### src/rtl/gate_stim_gen_if.sv
// gate_stim_gen_if: control and stimulus bundle for gate_stim_gen.
//   master : sequencer/bench side, drives start and the run configuration,
//            observes the stimulus and the handshake status.
//   slave  : the generator itself.
// Signals:
//   start, mode, num_vec, hold_cyc : run request and configuration
//   a, b                           : gate-under-test inputs
//   vec_valid, vec_idx             : new-vector pulse and current vector index
//   busy, done                     : run in progress / end-of-run pulse
interface gate_stim_gen_if #(
  parameter int CNT_W  = 8,
  parameter int HOLD_W = 4
);
  logic              start;
  logic              mode;
  logic [CNT_W-1:0]  num_vec;
  logic [HOLD_W-1:0] hold_cyc;
  logic              a;
  logic              b;
  logic              vec_valid;
  logic [CNT_W-1:0]  vec_idx;
  logic              busy;
  logic              done;

  modport master (
    output start, mode, num_vec, hold_cyc,
    input  a, b, vec_valid, vec_idx, busy, done
  );

  modport slave (
    input  start, mode, num_vec, hold_cyc,
    output a, b, vec_valid, vec_idx, busy, done
  );
endinterface

### src/rtl/gate_stim_gen.sv
// gate_stim_gen: clocked, repeatable stimulus source for a 2-input gate.
// Emits num_vec vectors on {a,b}, each held for hold_cyc+1 cycles, either
// counting (00,01,10,11,...) or from a free-running 16-bit LFSR.
// Ports:
//   clk   : rising-edge clock
//   rst_n : asynchronous active-low reset
//   bus   : gate_stim_gen_if.slave (start/config in, a/b/status out)
//
// state | meaning
// IDLE  | waiting for start; done pulses here for one cycle after a run
// ARM   | config latched, one launch cycle before the first vector
// DRIVE | first cycle of a vector on a/b (vec_valid high)
// HOLD  | vector held, hold counter running down to 1
module gate_stim_gen #(
  parameter int                LFSR_W = 16,
  parameter logic [LFSR_W-1:0] SEED   = 16'hACE1,
  parameter int                CNT_W  = 8,
  parameter int                HOLD_W = 4
) (
  input logic             clk,
  input logic             rst_n,
  gate_stim_gen_if.slave  bus
);

  localparam logic [LFSR_W-1:0] SEED_EFF = (SEED == '0) ? LFSR_W'(1) : SEED;

  typedef enum logic [1:0] {IDLE, ARM, DRIVE, HOLD} state_t;

  state_t            state, state_nx;
  logic              mode_q, mode_nx;
  logic [CNT_W-1:0]  num_q, num_nx;
  logic [HOLD_W-1:0] hold_q, hold_nx;
  logic [HOLD_W-1:0] hcnt, hcnt_nx;
  logic [LFSR_W-1:0] lfsr, lfsr_nx;
  logic              a_q, a_nx, b_q, b_nx;
  logic              vv_q, vv_nx, busy_q, busy_nx, done_q, done_nx;
  logic [CNT_W-1:0]  idx_q, idx_nx;
  logic              load, finish, last, fb;
  logic [CNT_W-1:0]  load_idx;

  assign fb   = lfsr[15] ^ lfsr[13] ^ lfsr[12] ^ lfsr[10];
  assign last = (idx_q == num_q - 1'b1);

  always_comb begin
    state_nx = state;
    mode_nx  = mode_q;
    num_nx   = num_q;
    hold_nx  = hold_q;
    hcnt_nx  = hcnt;
    lfsr_nx  = lfsr;
    a_nx     = a_q;
    b_nx     = b_q;
    vv_nx    = 1'b0;
    busy_nx  = busy_q;
    done_nx  = 1'b0;
    idx_nx   = idx_q;
    load     = 1'b0;
    finish   = 1'b0;
    load_idx = idx_q + 1'b1;

    case (state)
      IDLE: begin
        if (bus.start) begin
          mode_nx  = bus.mode;
          num_nx   = bus.num_vec;
          hold_nx  = bus.hold_cyc;
          idx_nx   = '0;
          state_nx = ARM;
        end
      end
      ARM: begin
        if (num_q == '0) begin
          finish = 1'b1;
        end else begin
          load     = 1'b1;
          load_idx = '0;
        end
      end
      DRIVE: begin
        if (hold_q != '0) begin
          state_nx = HOLD;
          hcnt_nx  = hold_q;
        end else if (last) begin
          finish = 1'b1;
        end else begin
          load = 1'b1;
        end
      end
      HOLD: begin
        if (hcnt == HOLD_W'(1)) begin
          hcnt_nx = '0;
          if (last) finish = 1'b1;
          else      load   = 1'b1;
        end else begin
          hcnt_nx = hcnt - 1'b1;
        end
      end
      default: state_nx = IDLE;
    endcase

    if (finish) begin
      state_nx = IDLE;
      busy_nx  = 1'b0;
      done_nx  = 1'b1;
    end

    // Outputs are registered, so the vector chosen here appears on the
    // edge that enters DRIVE.
    if (load) begin
      state_nx = DRIVE;
      vv_nx    = 1'b1;
      busy_nx  = 1'b1;
      idx_nx   = load_idx;
      if (mode_q) begin
        {a_nx, b_nx} = lfsr[1:0];
        lfsr_nx      = {lfsr[LFSR_W-2:0], fb};
      end else begin
        {a_nx, b_nx} = load_idx[1:0];
      end
    end
  end

  always_ff @(posedge clk or negedge rst_n) begin
    if (!rst_n) begin
      state  <= IDLE;
      mode_q <= 1'b0;
      num_q  <= '0;
      hold_q <= '0;
      hcnt   <= '0;
      lfsr   <= SEED_EFF;
      a_q    <= 1'b0;
      b_q    <= 1'b0;
      vv_q   <= 1'b0;
      busy_q <= 1'b0;
      done_q <= 1'b0;
      idx_q  <= '0;
    end else begin
      state  <= state_nx;
      mode_q <= mode_nx;
      num_q  <= num_nx;
      hold_q <= hold_nx;
      hcnt   <= hcnt_nx;
      lfsr   <= lfsr_nx;
      a_q    <= a_nx;
      b_q    <= b_nx;
      vv_q   <= vv_nx;
      busy_q <= busy_nx;
      done_q <= done_nx;
      idx_q  <= idx_nx;
    end
  end

  assign bus.a         = a_q;
  assign bus.b         = b_q;
  assign bus.vec_valid = vv_q;
  assign bus.vec_idx   = idx_q;
  assign bus.busy      = busy_q;
  assign bus.done      = done_q;

endmodule

### src/flat_wrapper.sv
// flat-port wrapper written by rule: the top's interface ports become plain ports
module gate_stim_gen_flat 
#(
  parameter int                LFSR_W = 16,
  parameter logic [LFSR_W-1:0] SEED   = 16'hACE1,
  parameter int                CNT_W  = 8,
  parameter int                HOLD_W = 4
)
  (clk, rst_n, bus_start, bus_mode, bus_num_vec, bus_hold_cyc, bus_a, bus_b, bus_vec_valid, bus_vec_idx, bus_busy, bus_done);
  gate_stim_gen_if #(.CNT_W(CNT_W), .HOLD_W(HOLD_W)) bus_i ();
  input logic clk;
  input logic rst_n;
  input wire logic [$bits(bus_i.start)-1:0] bus_start;
  input wire logic [$bits(bus_i.mode)-1:0] bus_mode;
  input wire logic [$bits(bus_i.num_vec)-1:0] bus_num_vec;
  input wire logic [$bits(bus_i.hold_cyc)-1:0] bus_hold_cyc;
  output wire logic [$bits(bus_i.a)-1:0] bus_a;
  output wire logic [$bits(bus_i.b)-1:0] bus_b;
  output wire logic [$bits(bus_i.vec_valid)-1:0] bus_vec_valid;
  output wire logic [$bits(bus_i.vec_idx)-1:0] bus_vec_idx;
  output wire logic [$bits(bus_i.busy)-1:0] bus_busy;
  output wire logic [$bits(bus_i.done)-1:0] bus_done;
  assign bus_i.start = bus_start;
  assign bus_i.mode = bus_mode;
  assign bus_i.num_vec = bus_num_vec;
  assign bus_i.hold_cyc = bus_hold_cyc;
  assign bus_a = bus_i.a;
  assign bus_b = bus_i.b;
  assign bus_vec_valid = bus_i.vec_valid;
  assign bus_vec_idx = bus_i.vec_idx;
  assign bus_busy = bus_i.busy;
  assign bus_done = bus_i.done;
  gate_stim_gen #(.LFSR_W(LFSR_W), .SEED(SEED), .CNT_W(CNT_W), .HOLD_W(HOLD_W)) u_core (.clk(clk), .rst_n(rst_n), .bus(bus_i));
endmodule
### config.mk
export PLATFORM = sky130hd
export DESIGN_NAME = gate_stim_gen_flat
export DESIGN_NICKNAME = d
export VERILOG_FILES = /design/src/rtl/gate_stim_gen_if.sv /design/src/rtl/gate_stim_gen.sv /design/src/flat_wrapper.sv
export SDC_FILE = /design/constraint.sdc
export NUM_CORES = 1
export LEC_CHECK = 0
export CAP_MARGIN = 10
export CORE_MARGIN = 10
export CORE_UTILIZATION = 60
export DETAILED_ROUTE_END_ITERATION = 16
export HOLD_SLACK_MARGIN = 0.02
export PLACE_DENSITY_LB_ADDON = 0.3
export SYNTH_ARGS = -nofsm -noshare
export SYNTH_HDL_FRONTEND = slang
export SYNTH_SLANG_ARGS = --single-unit
### constraint.sdc
create_clock -name clk -period 7.06 [get_ports clk]
set_input_delay 1.412 -clock clk [delete_from_list [all_inputs] [get_ports clk]]
set_output_delay 1.412 -clock clk [all_outputs]
set_load 0.05 [all_outputs]
# Word-level counts from Yosys, hierarchy flattened
# Cells that the tools add are included.
# classes
addsub	3
n_eq_ne	8
mux	29
bitwise_logic	3
n_reduce_logical	13
# ops
cell	n
2-to-1 mux 8 bit	5
2-to-1 mux 1 bit	14
adder 8 x 1 -> 8 bit (second input constant)	1
== test 8 bit	1
logical NOT 8 bit	1
2-to-1 mux 2 bit	4
2-to-1 mux 4 bit	2
case mux 4 bit (2 select lines)	1
AND reduction 2 bit	4
nonzero test 2 bit	4
nonzero test 4 bit	2
subtractor 8 x 1 -> 8 bit (second input constant)	1
case mux 1 bit (3 select lines)	2
== test 2 bit (second input constant)	2
== test 4 x 1 -> 1 bit (second input constant)	1
inequality test 4 x 1 -> 1 bit (second input constant)	1
inequality test 4 x 2 -> 1 bit (second input constant)	1
case mux 2 bit (2 select lines)	1
subtractor 4 x 1 -> 4 bit (second input constant)	1
AND reduction 3 bit	1
XOR 1 bit	3
== test 2 x 1 -> 1 bit (second input constant)	1
logical NOT 2 bit	1
inequality test 2 x 1 -> 1 bit (second input constant)	1
# word_totals
register_bits	48

# Logic depth before layout (Yosys ltp)
# depth
depth_word	7
mapped_depth	9
depth_no_buf	8

# Worst setup path before layout
# OpenSTA, ideal clock, no wires.
# synth_timing
path_kind	register -> register
from	register u_core.idx_q[5], in the netlist u_core.bus.vec_idx[5]
to	register u_core.lfsr[12]
setup_time_ns	0.125
arrival_time_ns	2.445
required_ns	6.935
path_slack_ns	4.490
stages_incl_launch_ff	8
n_path_buf	1
period_less_slack_ns	2.570
cell_sequence	dfrtp_1 xnor2_1 or4_4 nand3_2 a41oi_4 o21ai_4 buf_12 mux2_4
# synth_via
elab_chain_len	5
elab_cells_between_ends	6
classes_between	1 x eq/ne; 4 x mux; 1 x reduce/logical
# synth_lines
item	line	rtl
start, declared	gate_stim_gen.sv:37	logic [CNT_W-1:0] idx_q, idx_nx;
start signal, assigned	gate_stim_gen.sv:149	idx_q <= idx_nx;
== test 8 bit (*)	gate_stim_gen.sv:42	assign last = (idx_q == num_q - 1'b1);
2-to-1 mux 1 bit (*)	gate_stim_gen.sv:83, gate_stim_gen.sv:92	
2-to-1 mux 1 bit, on equally long branches	gate_stim_gen.sv:90, gate_stim_gen.sv:80	
case mux 1 bit (3 select lines) (*)	gate_stim_gen.sv:61	case (state)
AND reduction 2 bit (no source line) (*)	--	
end signal, assigned	gate_stim_gen.sv:143	lfsr <= lfsr_nx;
end, declared	gate_stim_gen.sv:34	logic [LFSR_W-1:0] lfsr, lfsr_nx;
# Every way passes the cells marked *; elsewhere a longest branch is shown, timed or not.
# A chain may end at the register's enable or synchronous reset.

# Final worst setup path
# layout_timing
from	register u_core.idx_q[2], in the netlist u_core.bus.vec_idx[2]
to	output port bus_vec_idx[2]
# layout_lines
item	line	rtl
end, declared	flat_wrapper.sv:20	output wire logic [$bits(bus_i.vec_idx)-1:0] bus_vec_idx;
# No word-level cell between the ends.

==> metrics.yaml <==
overflow: 0
num_rows: 23
internal_power_w: 0.000644
synthCells: 234
cts_setup_buffers: 0
die_x_um: 84.2
hold_depth: 1
fin_worst_skew_ns: 0.00716
drt_wl_total_um: 4890
cts_tree: "yes"
post-route-period-util: 0.438
cts_hold_buf: 0
synthTopCellsByCount: "nand2_1, dfrtp_1, o21ai_0, xnor2_1, nor2_1"
fin_util: 0.718
worstMarginPinSlew_ns: 1.03
rsz0062_at_grt: "no"
wl_per_cell_um: 15.7
r2r_setup_slack_ns: 4.16
netSwitchingFraction: 0.423
cp_slowest_cell: "clkdlybuf4s50_1"
cts_buffers: 5
synth_edf_count: 0
synth.distinct_cells: 50
seq_area_frac_synth: 0.489
start_util: 0.619
ir_drop_uv: 271
dp_hpwl_um: 3510
io_pins: 29
crit-reg2reg-capture: "u_core.lfsr[3]$_DFFE_PN0P_"
grt_max_degree: 49
syn-num-nets: 254
finalSetupViolCount: 0
critPathMaxStageDelay_ns: 0.86
arrival_ns: 1.68
io_buffer_count: 28
fp.dieH_um: 84.2
power-per-cell-area_nw_per_um2: 389
vias: 1807
htree_num_levels: 2
synthArstFlopShare: 1.00
clock_path_buffers: 2
cts.sinks: 48
synth-seq-cells: 48
p_comb_frac: 0.423
synth_warnings: 0
hold_path_end: "u_core.lfsr[4]$_DFFE_PN0P_"
die-area_um2: 7100
r2r_start: "u_core.num_q[0]$_DFFE_PN0P_"
drive_gt1_frac: 0.153
relSlewSlack: 0.316
leakage_nw: 1.32
ctsRootBufferMaster: "clkbuf_8"
clk_pin_slew_ns: 0.10
synth_most_common_cell: "nand2_1"
antenna_found_initial: 0
drt_iter0_drc: 156
p_sw_w: 0.000472
syn_to_final_growth_pct: 15.9
path_delay_family: "buffers and inverters"
setup_tns_ns: 0
antennaDiodeCount: 0
end_kind: "output port"
viasPerCell: 5.81
cp-start-kind: "flop"
r2r_cells: 8
synth_top_area_share: 0.404
fin_area_um2: 2870
status: "completed"
cts_resized: 0
finalCriticalPeriod_ns: 3.09
power_frac_seq: 0.391
worst-path-buf-inv: 1
post_dp_cell_area_um2: 2760
synthFlopType: "dfrtp_1"
p_total_w: 0.00112
whs_ns: 0.513
path_cells: "clkdlybuf4s50_1"
crit_type: "reg2out"
drc_errors: 0
hold_start: "u_core.lfsr[3]$_DFFE_PN0P_"
hold_violations: 0
grt_usage: 0.147
slew_violations: 0
fillCellCount: 308
place_congestion: 0.854
drt_first_pass_iters: 4
avgSynthCellArea_um2: 10.6
grt_pass1_vias: 1819
clkLatencyLatePin_ns: 0.31
min_path_type: "reg2reg"
layout.nets: 280
maxCapViolations: 0
share_clk_of_total_power: 0.186
max_freq_mhz: 323
yosys.area.top_type: "dfrtp_1"
yosys-top-cells-area: "dfrtp_1, dfstp_2, nand2_1"
crit_fanout: 10
synth_area_um2: 2480
required_ns: 5.65
grt_pass1_wl_um: 8790
postRouteAntennaNets: 0
core-area_um2: 4000
-- cell families after synthesis --
group / Yosys count / share of synthesized area
DFF: 48 / 0.489
muxes: 17 / 0.0889
xor gates and xnor gates: 12 / 0.0424
AOI/OAI and AO/OA: 39 / 0.118
buffers and inverters: 15 / 0.0328
and+or+nand+nor: 99 / 0.209
adders and majority gates: 4 / 0.0202
-- per-layer routing --
| layer | vias to the layer above | track usage | share of wire |
|---|---|---|---|
| li1 | 873 | - | - |
| met1 | 881 | 0.196 | 0.47 |
| met2 | 46 | 0.221 | 0.46 |
| met3 | 7 | 0.0444 | 0.051 |
| met4 | 0 | 0.0502 | 0.014 |
| met5 | - | 0 | 0 |
-- metrics by stage --
step                setup WS, ns  std cells
floorplan                   4.49        234
global placement            4.17        303
detailed placement          4.13        303
CTS                         3.96        311
global route                3.86        311
finish                      3.97        311
-- layout make-up --
class	instances	area, um2	area share
repair buffers	28	275	0.0959
multi-input cells	171	1180	0.412
inverters	6	22.5	0.00785
flip-flops and latches	48	1210	0.422
well taps	50	62.6	0.0218
clock inverters	3	46.3	0.0161
clock buffers	5	68.8	0.0240
-- worst max path at each step --
stage,start,endpoint,slack [ns],depth (start not counted)
5_1_grt,u_core.num_q[0]$_DFFE_PN0P_,u_core.lfsr[3]$_DFFE_PN0P_,3.86,8
3_3_place_gp,bus_start,u_core.bus.vec_idx[0]$_DFFE_PN0P_,4.17,5
6_report,u_core.bus.vec_idx[2]$_DFFE_PN0P_,bus_vec_idx[2],3.97,1
2_1_floorplan,u_core.bus.vec_idx[5]$_DFFE_PN0P_,u_core.lfsr[12]$_DFFE_PN0P_,4.49,7
3_5_place_dp,bus_start,u_core.bus.vec_idx[0]$_DFFE_PN0P_,4.13,5
4_1_cts,u_core.bus.vec_idx[2]$_DFFE_PN0P_,bus_vec_idx[2],3.96,1
-- state kept, by name (all words and copies together) (netlist names) --
name / count
u_core.hold_q: 4
u_core.bus.vec_valid: 1
u_core.lfsr: 16
u_core.state: 2
u_core.bus.busy: 1
u_core.num_q: 8
u_core.bus.vec_idx: 8
u_core.bus.done: 1
u_core.bus.b: 1
u_core.bus.a: 1
u_core.hcnt: 4
u_core.mode_q: 1
-- cells in the final DEF, fill, tap and decap left out, types with 5 or more instances in the layout --
cell type,Yosys,layout
xnor2_1,11,11
nor3b_1,7,7
nand2b_1,5,5
dfstp_2,8,8
a21oi_1,5,5
inv_1,6,6
dfrtp_1,40,40
nand2_1,45,45
mux2_2,8,8
clkbuf_8,0,5
and3_1,6,6
nor3_1,5,5
clkdlybuf4s50_1,0,27
o21ai_0,14,14
mux2_4,8,8
nand3_1,6,6
nor2_1,10,10
-- power groups by stage --
stage / Sequential, W / Clock (W) / Combinational [W]
after floorplan: 0.000465 / 0 / 0.000333
after global placement: 0.000436 / 0 / 0.000461
after detailed placement: 0.000439 / 0 / 0.000472
after global routing: 0.000450 / 0.000223 / 0.000528
final: 0.000437 / 0.000207 / 0.000472
after CTS: 0.000435 / 0.000210 / 0.000475
Note: power is estimated with default switching activity, not from simulation.
